**src/rtl/cam_pkg.sv**
```systemverilog
// Shared op codes and FSM state encoding for the associative CAM.
package cam_pkg;

    localparam int unsigned OP_W = 2;

    typedef enum logic [OP_W-1:0] {
        OP_SEARCH = 2'b00,
        OP_INSERT = 2'b01,
        OP_DELETE = 2'b10,
        OP_FLUSH  = 2'b11
    } op_e;

    typedef enum logic [1:0] {
        IDLE  = 2'b00,
        MATCH = 2'b01,
        EXEC  = 2'b10,
        RESP  = 2'b11
    } state_e;

endpackage

```
**src/rtl/assoc_cam_if.sv**
```systemverilog
// Op/response bus of the associative CAM. Build option CAM_MASK_EN adds key_mask.
interface assoc_cam_if #(
    parameter int unsigned DATA_W = 7,
    parameter int unsigned DEPTH  = 16
);
    localparam int unsigned IDX_W = $clog2(DEPTH);
    localparam int unsigned CNT_W = IDX_W + 1;

    logic              op_valid;
    logic              op_ready;
    logic [1:0]        op_code;
    logic [DATA_W-1:0] key;
`ifdef CAM_MASK_EN
    logic [DATA_W-1:0] key_mask;
`endif
    logic              rsp_valid;
    logic              rsp_hit;
    logic [DEPTH-1:0]  rsp_onehot;
    logic [IDX_W-1:0]  rsp_index;
    logic              rsp_evict;
    logic [CNT_W-1:0]  count;
    logic              full;

`ifdef CAM_MASK_EN
    modport master (output op_valid, op_code, key, key_mask,
                    input  op_ready, rsp_valid, rsp_hit, rsp_onehot, rsp_index, rsp_evict, count, full);
    modport slave  (input  op_valid, op_code, key, key_mask,
                    output op_ready, rsp_valid, rsp_hit, rsp_onehot, rsp_index, rsp_evict, count, full);
`else
    modport master (output op_valid, op_code, key,
                    input  op_ready, rsp_valid, rsp_hit, rsp_onehot, rsp_index, rsp_evict, count, full);
    modport slave  (input  op_valid, op_code, key,
                    output op_ready, rsp_valid, rsp_hit, rsp_onehot, rsp_index, rsp_evict, count, full);
`endif

endinterface

```
**src/rtl/cam_prio_enc.sv**
```systemverilog
// Lowest-set-bit encoder with an any-bit-set flag (combinational).
module cam_prio_enc #(
    parameter int unsigned DEPTH = 16
) (
    input  logic [DEPTH-1:0]         i_vec,
    output logic [$clog2(DEPTH)-1:0] o_index_c,
    output logic                     o_any_c
);
    localparam int unsigned IDX_W = $clog2(DEPTH);

    // Scan from the top so the lowest set bit wins.
    always_comb begin
        o_index_c = '0;
        o_any_c   = |i_vec;
        for (int i = DEPTH - 1; i >= 0; i--) begin
            if (i_vec[i]) o_index_c = IDX_W'(i);
        end
    end

endmodule

```
**src/rtl/assoc_cam.sv**
```systemverilog
// Associative CAM with valid bits, search/insert/delete/flush, dedupe on insert,
// lowest-free allocation and round-robin eviction when full.
// Build option CAM_MASK_EN: per-op key_mask (don't-care bits) for SEARCH/DELETE.
module assoc_cam
    import cam_pkg::*;
#(
    parameter int unsigned DATA_W = 7,
    parameter int unsigned DEPTH  = 16
) (
    input  logic       clk,
    input  logic       rst_n,
    assoc_cam_if.slave bus
);
    localparam int unsigned IDX_W = $clog2(DEPTH);
    localparam int unsigned CNT_W = IDX_W + 1;

    state_e            r_state;
    op_e               r_op;
    logic [DATA_W-1:0] r_key;
`ifdef CAM_MASK_EN
    logic [DATA_W-1:0] r_mask;
`endif
    logic [DATA_W-1:0] r_data [DEPTH];
    logic [DEPTH-1:0]  r_valid;
    logic [DEPTH-1:0]  r_match;
    logic [IDX_W-1:0]  r_victim;
    logic [CNT_W-1:0]  r_count;
    logic              r_full;
    logic              r_ready;
    logic              r_rsp_valid;
    logic              r_rsp_hit;
    logic [DEPTH-1:0]  r_rsp_onehot;
    logic [IDX_W-1:0]  r_rsp_index;
    logic              r_rsp_evict;

    logic [DATA_W-1:0] w_cmp_mask;
    logic [DEPTH-1:0]  w_match;
    logic [DEPTH-1:0]  w_free_vec;
    logic [IDX_W-1:0]  w_hit_idx;
    logic              w_hit_any;
    logic [IDX_W-1:0]  w_free_idx;
    logic              w_free_any;
    logic [IDX_W-1:0]  w_ins_slot;
    logic [DEPTH-1:0]  w_ins_onehot;
    logic [CNT_W-1:0]  w_del_cnt;

    // Compare mask: INSERT dedupe is always exact.
    always_comb begin
        w_cmp_mask = '1;
`ifdef CAM_MASK_EN
        if (r_op != OP_INSERT) w_cmp_mask = r_mask;
`endif
    end

    // Per-entry compare; invalid entries never match.
    always_comb begin
        w_match = '0;
        for (int i = 0; i < DEPTH; i++) begin
            w_match[i] = r_valid[i] & (((r_data[i] ^ r_key) & w_cmp_mask) == '0);
        end
    end

    assign w_free_vec = ~r_valid;

    cam_prio_enc #(.DEPTH(DEPTH)) u_hit_enc (
        .i_vec     (r_match),
        .o_index_c (w_hit_idx),
        .o_any_c   (w_hit_any)
    );

    cam_prio_enc #(.DEPTH(DEPTH)) u_free_enc (
        .i_vec     (w_free_vec),
        .o_index_c (w_free_idx),
        .o_any_c   (w_free_any)
    );

    // Insert target: existing slot, else lowest free, else victim.
    always_comb begin
        w_ins_slot   = w_hit_any ? w_hit_idx : (w_free_any ? w_free_idx : r_victim);
        w_ins_onehot = DEPTH'(1) << w_ins_slot;
    end

    // Number of entries a DELETE removes.
    always_comb begin
        w_del_cnt = '0;
        for (int i = 0; i < DEPTH; i++) begin
            w_del_cnt = w_del_cnt + CNT_W'(r_match[i]);
        end
    end

    // Op sequencer: IDLE -> MATCH -> EXEC -> RESP, all state and outputs registered.
    always_ff @(posedge clk or negedge rst_n) begin
        if (!rst_n) begin
            r_state      <= IDLE;
            r_op         <= OP_SEARCH;
            r_key        <= '0;
`ifdef CAM_MASK_EN
            r_mask       <= '0;
`endif
            for (int i = 0; i < DEPTH; i++) r_data[i] <= '0;
            r_valid      <= '0;
            r_match      <= '0;
            r_victim     <= '0;
            r_count      <= '0;
            r_full       <= 1'b0;
            r_ready      <= 1'b1;
            r_rsp_valid  <= 1'b0;
            r_rsp_hit    <= 1'b0;
            r_rsp_onehot <= '0;
            r_rsp_index  <= '0;
            r_rsp_evict  <= 1'b0;
        end else begin
            case (r_state)
                IDLE: begin
                    if (bus.op_valid && r_ready) begin
                        r_op    <= op_e'(bus.op_code);
                        r_key   <= bus.key;
`ifdef CAM_MASK_EN
                        r_mask  <= bus.key_mask;
`endif
                        r_ready <= 1'b0;
                        r_state <= MATCH;
                    end
                end
                MATCH: begin
                    r_match <= w_match;
                    r_state <= EXEC;
                end
                EXEC: begin
                    r_rsp_valid <= 1'b1;
                    r_rsp_evict <= 1'b0;
                    r_state     <= RESP;
                    case (r_op)
                        OP_SEARCH: begin
                            r_rsp_hit    <= w_hit_any;
                            r_rsp_onehot <= r_match;
                            r_rsp_index  <= w_hit_idx;
                        end
                        OP_INSERT: begin
                            r_rsp_hit    <= w_hit_any;
                            r_rsp_onehot <= w_ins_onehot;
                            r_rsp_index  <= w_ins_slot;
                            if (!w_hit_any) begin
                                r_data[w_ins_slot]  <= r_key;
                                r_valid[w_ins_slot] <= 1'b1;
                                if (w_free_any) begin
                                    r_count <= r_count + CNT_W'(1);
                                    r_full  <= (r_count + CNT_W'(1)) == CNT_W'(DEPTH);
                                end else begin
                                    r_rsp_evict <= 1'b1;
                                    r_victim    <= r_victim + IDX_W'(1);
                                end
                            end
                        end
                        OP_DELETE: begin
                            r_rsp_hit    <= w_hit_any;
                            r_rsp_onehot <= r_match;
                            r_rsp_index  <= w_hit_idx;
                            r_valid      <= r_valid & ~r_match;
                            r_count      <= r_count - w_del_cnt;
                            r_full       <= (r_count - w_del_cnt) == CNT_W'(DEPTH);
                        end
                        default: begin
                            r_rsp_hit    <= 1'b0;
                            r_rsp_onehot <= '0;
                            r_rsp_index  <= '0;
                            r_valid      <= '0;
                            r_count      <= '0;
                            r_full       <= 1'b0;
                            r_victim     <= '0;
                        end
                    endcase
                end
                default: begin
                    r_rsp_valid <= 1'b0;
                    r_ready     <= 1'b1;
                    r_state     <= IDLE;
                end
            endcase
        end
    end

    assign bus.op_ready   = r_ready;
    assign bus.rsp_valid  = r_rsp_valid;
    assign bus.rsp_hit    = r_rsp_hit;
    assign bus.rsp_onehot = r_rsp_onehot;
    assign bus.rsp_index  = r_rsp_index;
    assign bus.rsp_evict  = r_rsp_evict;
    assign bus.count      = r_count;
    assign bus.full       = r_full;

endmodule

```
**src/flat_wrapper.sv**
```systemverilog
// flat-port wrapper written by rule: the top's interface ports become plain ports
module assoc_cam_flat import cam_pkg::*;
#(
    parameter int unsigned DATA_W = 7,
    parameter int unsigned DEPTH  = 16
)
  (clk, rst_n, bus_op_valid, bus_op_code, bus_key, bus_op_ready, bus_rsp_valid, bus_rsp_hit, bus_rsp_onehot, bus_rsp_index, bus_rsp_evict, bus_count, bus_full);
  assoc_cam_if #(.DATA_W(DATA_W), .DEPTH(DEPTH)) bus_i ();
  input  logic clk;
  input  logic rst_n;
  input wire logic [$bits(bus_i.op_valid)-1:0] bus_op_valid;
  input wire logic [$bits(bus_i.op_code)-1:0] bus_op_code;
  input wire logic [$bits(bus_i.key)-1:0] bus_key;
  output wire logic [$bits(bus_i.op_ready)-1:0] bus_op_ready;
  output wire logic [$bits(bus_i.rsp_valid)-1:0] bus_rsp_valid;
  output wire logic [$bits(bus_i.rsp_hit)-1:0] bus_rsp_hit;
  output wire logic [$bits(bus_i.rsp_onehot)-1:0] bus_rsp_onehot;
  output wire logic [$bits(bus_i.rsp_index)-1:0] bus_rsp_index;
  output wire logic [$bits(bus_i.rsp_evict)-1:0] bus_rsp_evict;
  output wire logic [$bits(bus_i.count)-1:0] bus_count;
  output wire logic [$bits(bus_i.full)-1:0] bus_full;
  assign bus_i.op_valid = bus_op_valid;
  assign bus_i.op_code = bus_op_code;
  assign bus_i.key = bus_key;
  assign bus_op_ready = bus_i.op_ready;
  assign bus_rsp_valid = bus_i.rsp_valid;
  assign bus_rsp_hit = bus_i.rsp_hit;
  assign bus_rsp_onehot = bus_i.rsp_onehot;
  assign bus_rsp_index = bus_i.rsp_index;
  assign bus_rsp_evict = bus_i.rsp_evict;
  assign bus_count = bus_i.count;
  assign bus_full = bus_i.full;
  assoc_cam #(.DATA_W(DATA_W), .DEPTH(DEPTH)) u_core (.clk(clk), .rst_n(rst_n), .bus(bus_i));
endmodule
```
**config.mk**
```make
export PLATFORM = sky130hd
export DESIGN_NAME = assoc_cam_flat
export DESIGN_NICKNAME = d
export VERILOG_FILES = /design/src/rtl/cam_pkg.sv /design/src/rtl/assoc_cam_if.sv /design/src/rtl/cam_prio_enc.sv /design/src/rtl/assoc_cam.sv /design/src/flat_wrapper.sv
export SDC_FILE = /design/constraint.sdc
export NUM_CORES = 1
export LEC_CHECK = 0
export ABC_AREA = 0
export BUFFER_PORTS_ARGS = -buffer_cell sky130_fd_sc_hd__clkbuf_2
export CAP_MARGIN = 20
export CORE_AREA = 2 2 141 143
export DETAILED_ROUTE_END_ITERATION = 8
export DIE_AREA = 0 0 143 145
export PLACE_DENSITY = 0.79
export SKIP_LAST_GASP = 1
export SLEW_MARGIN = 5
export SYNTH_ARGS = -nofsm -noshare
export SYNTH_HDL_FRONTEND = slang
export SYNTH_SLANG_ARGS = --single-unit
```
**constraint.sdc**
```tcl
create_clock -name clk -period 10.7 [get_ports clk]
set_clock_uncertainty 0.05 [all_clocks]
set_input_delay 2.14 -clock clk [delete_from_list [all_inputs] [get_ports clk]]
set_output_delay 2.14 -clock clk [all_outputs]
set_load 0.02 [all_outputs]
```
# After elaboration in Yosys (flattened, before gate mapping)
# Cells that the tools add are included.
classes:
  addsub: 18
  n_eq_ne: 10
  reduce_logical: 33
  n_shift: 1
  bitwise: 41
  n_mux: 61
  order_cmp: 4
op_table:
  columns: ["op", "n"]
  rows:
  - ["$mux W4", 36]
  - ["$bwmux W112", 1]
  - ["$logic_not A7 Y1", 16]
  - ["$xor A7 B7 Y7", 16]
  - ["$add A5 B1 Y5", 14]
  - ["$pmux W16 S3", 1]
  - ["$not A16 Y16", 2]
  - ["$pmux W16 S2", 1]
  - ["$reduce_or A16 Y1", 2]
  - ["$demux W7 S4", 1]
  - ["$and A1 B1 Y1", 16]
  - ["$and A16 B16 Y16", 1]
  - ["$mux W16", 1]
  - ["$or A16 B16 Y16", 1]
  - ["$pmux W4 S2", 2]
  - ["$shl A1 B4 Y16 const A", 1]
  - ["$pmux W5 S3", 1]
  - ["$eq A5 B5 Y1 const B", 2]
  - ["$mux W5", 2]
  - ["$mux W1", 8]
  - ["$reduce_and A4 Y1", 2]
  - ["$mux W7", 1]
  - ["$pmux W2 S3", 1]
  - ["$reduce_and A3 Y1", 2]
  - ["23 further kinds", 37]
totals:
  reg_bits: 189

# Longest topological paths before layout
# Gate-level depths: netlist of the first run.
logic_depth:
  word_depth: 26
  ltp_mapped: 19

# Cells and area by module
# From an unflattened synthesis of the first run, not the netlist that was laid out.
unflattened:
  hier_cells: 994
  area_unflattened_um2: 10686.5
by_module_without_submodules:
  columns: ["module", "seq_area_each_um2", "cells_each", "instances", "area_each_um2"]
  rows:
  - ["assoc_cam", 4730.8, 926, 1, 10333.7]
  - ["cam_prio_enc", 0.0, 34, 2, 176.4]

# Least setup slack after synthesis of the first run
# Ideal clock, no wire load.
synth_path:
  kind: "register to register"
  startpoint: "register u_core.r_match[12]"
  endpoint: "register u_core.r_full (netlist: u_core.bus.full)"
  stages_incl_launch_ff: 20
  t_required_ps: 10555
  path_slack_ps: 5459
  synth_period_minus_slack_ps: 5241
  setup_ps: 95
  t_arrival_ps: 5095
  cell_sequence: "dfrtp_1 > inv_1 > fa_1 > inv_1 > fa_1 > inv_1 > ha_1 > or2_2 > fa_1 > fa_1 > inv_1 > fa_1 > inv_1 > fa_1 > a21o_1 > a21oi_1 > xnor2_1 > mux2i_1 > xnor2_1 > o31ai_1"
synth_via:
  elab_chain_len: 7
synth_rtl:
  columns: ["item", "line_no", "source"]
  rows:
  - ["from (decl)", "assoc_cam.sv:25", "logic [DEPTH-1:0] r_match;"]
  - ["from (signal assigned)", "assoc_cam.sv:126", "r_match <= w_match;"]
  - ["$add A5 B1 Y5 (4 in series)", "assoc_cam.sv:87", "w_del_cnt = w_del_cnt + CNT_W'(r_match[i]);"]
  - ["$sub A5 B5 Y5", "assoc_cam.sv:161", "r_full <= (r_count - w_del_cnt) == CNT_W'(DEPTH);"]
  - ["$eq A5 B5 Y1", "assoc_cam.sv:161", null]
  - ["$pmux W1 S3", "assoc_cam.sv:133", "case (r_op)"]
  - ["to (signal assigned)", "assoc_cam.sv:148", "r_full <= (r_count + CNT_W'(1)) == CNT_W'(DEPTH);"]
  - ["to (signal assigned)", "assoc_cam.sv:161", null]
  - ["to (decl)", "assoc_cam.sv:28", "logic r_full;"]
# Parallel ways exist; a longest one is shown, timed or not.
# A chain may end at the register's enable or synchronous reset.

# Final worst setup path of the first run
# Ends and elaborated chain as after synthesis.

==> flow_summary.json, run 1 <==
{
  "leakagePower_uw": 0.00536,
  "drtIter0Drc": 570,
  "crit_buf_inv": 5,
  "synth_cell_types": 66,
  "cts.repair.resized": 0,
  "hold_viol": 0,
  "finalWirelength_mm": 24.7,
  "wl_met1_mm": 11.0,
  "cts_hold_buf": 0,
  "path_delay_family": "adder cells",
  "ys_seq_area_share_pct": 44.6,
  "fin_crit_ps": 5550,
  "via_per_inst": 5.88,
  "insertion_delay_ps": 440,
  "final_common_cell": "dfrtp_1",
  "power_density_nw_per_um2": 223,
  "routedWlPerCell_um": 19.7,
  "maxCapViolCount": 0,
  "wl_met2_mm": 11.6,
  "worst_ep_required_time_ps": 10990,
  "ioPinCount": 42,
  "cp_max_fo": 5,
  "cp.arrival_ps": 5850,
  "syn-num-nets": 1020,
  "postCtsSetupBuffers": 0,
  "grt_pass1_wl_mm": 40.1,
  "end_kind": "flip-flop",
  "grt_antenna_before_repair": 0,
  "clkTransAtPathRegs_ps": 70,
  "port-buffer-count": 41,
  "gp_congestion": 1.01,
  "slew_headroom_pct": 28.7,
  "period_share_pct": 51.9,
  "cts_max_path_buffers": 2,
  "synth_edf_count": 0,
  "hold_class": "flip-flop to flip-flop",
  "setup_viol": 0,
  "peakVddDrop_v": 0.000191,
  "synthFlopType": "dfrtp_1",
  "slowest_stage": "fa_1",
  "status": "completed",
  "topRoutingLayerUsed": "met4",
  "ant_nets": 0,
  "cts_tree": "done",
  "finalSetupTns_ps": 0,
  "clock-sinks": 189,
  "area_growth_pct": 9.27,
  "hold_ws_ps": 442,
  "fin_util_pct": 60.4,
  "grt_setup_unrepaired": "false",
  "worst_pin_slew_ps": 1070,
  "rows": 51,
  "synth_cells": 962,
  "wl_met3_mm": 1.33,
  "vias": 7381,
  "cpPeakStageDelay_ps": 570,
  "grt_max_degree": 120,
  "dpl.hpwl_mm": 17.5,
  "htreeDepth": 4,
  "start_kind": "flip-flop",
  "start_util_pct": 55.2,
  "dieHeight_um": 145,
  "track_usage_pct": 24.9,
  "path_cells": "inv_1 -> fa_1 -> inv_1 -> fa_1 -> inv_1 -> ha_1 -> or2_2 -> fa_1 -> fa_1 -> inv_1 -> fa_1 -> inv_1 -> fa_1 -> a21o_1 -> a21oi_1 -> xnor2_1 -> mux2i_1 -> xnor2_1 -> o31ai_1",
  "dr.pass1.iters": 5,
  "dieArea_um2": 20700,
  "ys.warnings.count": 0,
  "critPathMostFrequentCell": "fa_1",
  "path_class": "flip-flop to flip-flop",
  "num_antenna_cells": 0,
  "async_flop_share_pct": 100,
  "cts_made_buffers": 17,
  "root_buffer": "clkbuf_16",
  "num-nets-final": 1037,
  "ys_ff_latch": 189,
  "avgSynthCellArea_um2": 11.0,
  "netlist_area_um2": 10600,
  "drive_above_1_share_pct": 18.7,
  "first_global_vias": 7347,
  "fp.dieW_um": 143,
  "overflow": 0,
  "most-common-layout-cells": "dfrtp_1, xnor2_1, inv_1, mux2_2",
  "drv_slew": 0,
  "core-area_um2": 19200,
  "drc": 0,
  "fmax_mhz": 180
}
synthesized netlist by cell type, drive strengths merged, types with 14 or more instances:
cell type | n | share of area [%]
fa | 20 | 3.8
inv | 59 | 2.1
clkbuf | 47 | 1.7
nand3 | 14 | 0.66
o22ai | 17 | 1.0
a21oi | 26 | 1.2
dfrtp | 188 | 44
xor2 | 34 | 2.8
nand2 | 53 | 1.9
xnor2 | 87 | 7.2
a22oi | 15 | 1.1
ha | 26 | 3.1
mux2 | 122 | 13
nand4 | 42 | 2.5
nor2 | 40 | 1.6
o21ai | 60 | 2.9
registers in the layout, indices dropped and copies added (netlist names), 2 cells and up:
register / count
u_core.bus.count: 5
u_core.bus.rsp_index: 4
u_core.bus.rsp_onehot: 16
u_core.r_data: 112
u_core.r_key: 7
u_core.r_match: 16
u_core.r_op: 2
u_core.r_state: 2
u_core.r_valid: 16
u_core.r_victim: 4
per-stage QoR:
step / power (uW) / cell area (um2) / setup slack (ps) / cells
floorplan: 1690 / 10600 / 5460 / 962
global placement: 1950 / 11000 / 5330 / 1224
detailed placement: 1970 / 11000 / 5140 / 1224
CTS: 2590 / 11600 / 5120 / 1255
global route: 2760 / 11600 / 4800 / 1256
finish: 2590 / 11600 / 5150 / 1256
per-layer routing:
metal / GRT usage [%] / vias up
met2: 38.7 / 234
met5: 0 / -
met3: 4.29 / 48
met1: 35.2 / 3708
li1: - / 3391
met4: 8.86 / 0
cell families (layout without fill, tap and decap cells):
group | after synthesis | in the layout | synth area share (%)
simple gates | 195 | 195 | 10.1
compound gates | 168 | 168 | 10.4
mux | 125 | 125 | 13.7
fa+ha+maj | 46 | 46 | 6.84
flops | 189 | 189 | 44.6
buf+inv | 118 | 147 | 4.36
xor+xnor | 121 | 121 | 9.99
power breakdown:
part	switching [uW]	internal, uW	leakage, uW
clock	303	308	0.000270
sequential	65.6	774	0.00260
combinational	717	421	0.00250
worst reg2reg max path, cell delays in order, from the launching register on:
cell	delay (ps)
dfrtp_1	420
inv_1	140
fa_1	560
inv_1	60
fa_1	570
inv_1	60
ha_1	160
or2_2	290
fa_1	510
fa_1	500
inv_1	60
fa_1	520
inv_1	70
fa_1	470
a21o_1	200
a21oi_1	170
xnor2_1	170
mux2i_1	130
xnor2_1	140
o31ai_1	220
cell type report:
type | count | area (um2)
repair buffers | 55 | 319
inverters | 61 | 229
fillers | 1563 | 7610
flip-flops and latches | 189 | 4730
clock inverters | 13 | 133
multi-input cells | 655 | 5420
clock buffers | 18 | 429
well taps | 265 | 332
final timing paths:
path                                            endpoint                            from  slack [ps]  cells past startpoint
min in group asynchronous     u_core.r_op[1]$_DFFE_PN0P_                           rst_n        1750                      1
hold reg to reg              u_core.bus.full$_DFFE_PN0P_     u_core.bus.full$_DFFE_PN0P_         440                      2
max in group asynchronous  u_core.r_valid[6]$_DFFE_PN0P_                           rst_n        7410                      2
setup reg to reg             u_core.bus.full$_DFFE_PN0P_  u_core.r_match[12]$_DFFE_PN0P_        5150                     19
setup / recovery             u_core.bus.full$_DFFE_PN0P_  u_core.r_match[12]$_DFFE_PN0P_        5150                     19
hold / removal               u_core.bus.full$_DFFE_PN0P_     u_core.bus.full$_DFFE_PN0P_         440                      2
No activity file was read; power rests on OpenSTA's default activity.
==> run 2: changes to the inputs <==
==> constraint.sdc (replaced) <==
create_clock -name clk -period 5.2 [get_ports clk]
set_clock_uncertainty 0.05 [all_clocks]
set_input_delay 1.04 -clock clk [delete_from_list [all_inputs] [get_ports clk]]
set_output_delay 1.04 -clock clk [all_outputs]
set_load 0.02 [all_outputs]
==> run 2 against run 1 <==
Register-to-register slack got worse by 5100 ps; largest cell class unchanged; power grew 110%; final cell count is 2.4% higher; clock power increased by 120%.
==> flow_summary.json, run 2 (synthesis gave the netlist of run 1 again) <==
{
  "status": "completed",
  "final_common_cell": "dfrtp_1",
  "dieHeight_um": 145,
  "drc": 0,
  "cts_made_buffers": 17,
  "ioPinCount": 42,
  "leakagePower_uw": 0.00552,
  "cts_tree": "done",
  "r2r_start": "u_core.r_match[14]$_DFFE_PN0P_",
  "finalSetupTns_ps": 0,
  "fin_crit_ps": 5110,
  "finalWirelength_mm": 25.5,
  "startpoint": "u_core.r_match[14]$_DFFE_PN0P_",
  "power_uw": 5520,
  "htreeDepth": 4,
  "port-buffer-count": 41,
  "most-common-layout-cells": "dfrtp_1, xnor2_1, mux2_2",
  "worst_r2r_endpoint": "u_core.bus.full$_DFFE_PN0P_",
  "ant_nets": 0,
  "max_flop_register": "u_core.r_data",
  "worst_pin_slew_ps": 1110,
  "core-area_um2": 19200,
  "cp_max_fo": 3,
  "path_class": "flip-flop to flip-flop",
  "hold_class": "flip-flop to flip-flop",
  "dr.pass1.iters": 7,
  "start_kind": "flip-flop",
  "track_usage_pct": 25.2,
  "drtIter0Drc": 786,
  "start_util_pct": 55.2,
  "first_global_vias": 7475,
  "largest_reg_flops": 112,
  "routedWlPerCell_um": 19.8,
  "hold_depth": 1,
  "dpl.hpwl_mm": 17.3,
  "insertion_delay_ps": 450,
  "worst_ep_required_time_ps": 5500,
  "rows": 51,
  "fp.dieW_um": 143,
  "hold_viol": 0,
  "grt_max_degree": 117,
  "clkTransAtPathRegs_ps": 70,
  "grt.met3_usage_pct": 5.38,
  "place_inst": 1247,
  "gp_congestion": 0.952,
  "maxCapViolCount": 0,
  "fin_cells": 1286,
  "grt_antenna_before_repair": 0,
  "drive_above_1_share_pct": 22.4,
  "period_share_pct": 98.2,
  "critPathMostFrequentCell": "fa_1",
  "peakVddDrop_v": 0.000246,
  "grt_pass1_wl_mm": 40.7,
  "fmax_mhz": 196,
  "end_kind": "flip-flop",
  "slowest_stage": "fa_1",
  "hp-start": "u_core.bus.rsp_index[2]$_DFFE_PN0P_",
  "num-nets-final": 1066,
  "fin_util_pct": 61.9,
  "cp.arrival_ps": 5410,
  "path_cells": "inv_2 -> fa_1 -> inv_2 -> fa_1 -> inv_1 -> ha_2 -> or2_4 -> fa_1 -> fa_1 -> inv_2 -> fa_1 -> inv_2 -> fa_2 -> a21o_1 -> a21oi_2 -> xnor2_2 -> mux2i_1 -> xnor2_1 -> o31ai_1",
  "clock-sinks": 189,
  "via_per_inst": 5.95,
  "grtUsageMet2_pct": 38.8,
  "num_antenna_cells": 0,
  "dieArea_um2": 20700,
  "place_area_um2": 11200,
  "vias": 7646,
  "power_density_nw_per_um2": 465,
  "drv_slew": 0,
  "slew_headroom_pct": 26.1,
  "cts_max_path_buffers": 2,
  "grt_busiest_layer": "met2",
  "min_to": "u_core.bus.rsp_index[2]$_DFFE_PN0P_",
  "root_buffer": "clkbuf_16",
  "overflow": 0,
  "area_growth_pct": 12.0,
  "finalInstanceArea_um2": 11900,
  "r2r_cells": 19,
  "grt_setup_unrepaired": "true",
  "setup_viol": 0,
  "cpPeakStageDelay_ps": 550,
  "grtUsageMet1_pct": 35.0,
  "r2r_slack_ps": 90
}
run 2: worst max-delay path by stage:
stage	depth (start not counted)	slack, ps	endpoint
finish	19	90	u_core.bus.full$_DFFE_PN0P_
CTS	18	50	u_core.bus.full$_DFFE_PN0P_
global placement	18	70	u_core.bus.full$_DFFE_PN0P_
detailed placement	19	-90	u_core.bus.full$_DFFE_PN0P_
global route	19	-130	u_core.bus.count[4]$_DFFE_PN0P_
floorplan	19	40	u_core.bus.full$_DFFE_PN0P_
run 2: stage by stage:
| stage | hold WS (ps) | setup WS [ps] |
|---|---|---|
| floorplan | 418 | 44.8 |
| global route | 459 | -133 |
| global placement | 420 | 70.3 |
| detailed placement | 424 | -88.5 |
| finish | 439 | 94.7 |
| CTS | 443 | 54.4 |
run 2: worst max-delay path, delay by kind of cell (launching register included):
family	cells	cell delay (ps)
simple gates	1	230
flops	1	360
compound gates	3	550
mux	1	110
buf+inv	5	250
xor+xnor	2	280
fa+ha+maj	7	3170
run 2: per-layer routing:
layer | share of wire (%) | up-vias | routed length, um
met5 | 0 | - | 0
met4 | 3.2 | 0 | 809
met3 | 6.2 | 71 | 1570
met2 | 46 | 327 | 11800
met1 | 44 | 3789 | 11300
li1 | - | 3459 | -
run 2: report_power, final:
| part | internal [uW] | switching [uW] |
|---|---|---|
| combinational | 941 | 1500 |
| clock | 696 | 624 |
| sequential | 1590 | 167 |
run 2: repair_timing:
action	CTS	global route
setup endpoints to repair	2	3
setup buffers	2	4
gates resized for setup	2	9
hold endpoints to repair	0	0
pin swaps	9	16
hold buffers	0	0
run 2: cell type report:
class,count,area [um2]
clock buffers,19,443
clock inverters,13,153
fillers,1485,7320
inverters,61,229
multi-input cells,655,5460
flip-flops and latches,189,4730
well taps,265,332
repair buffers,84,541
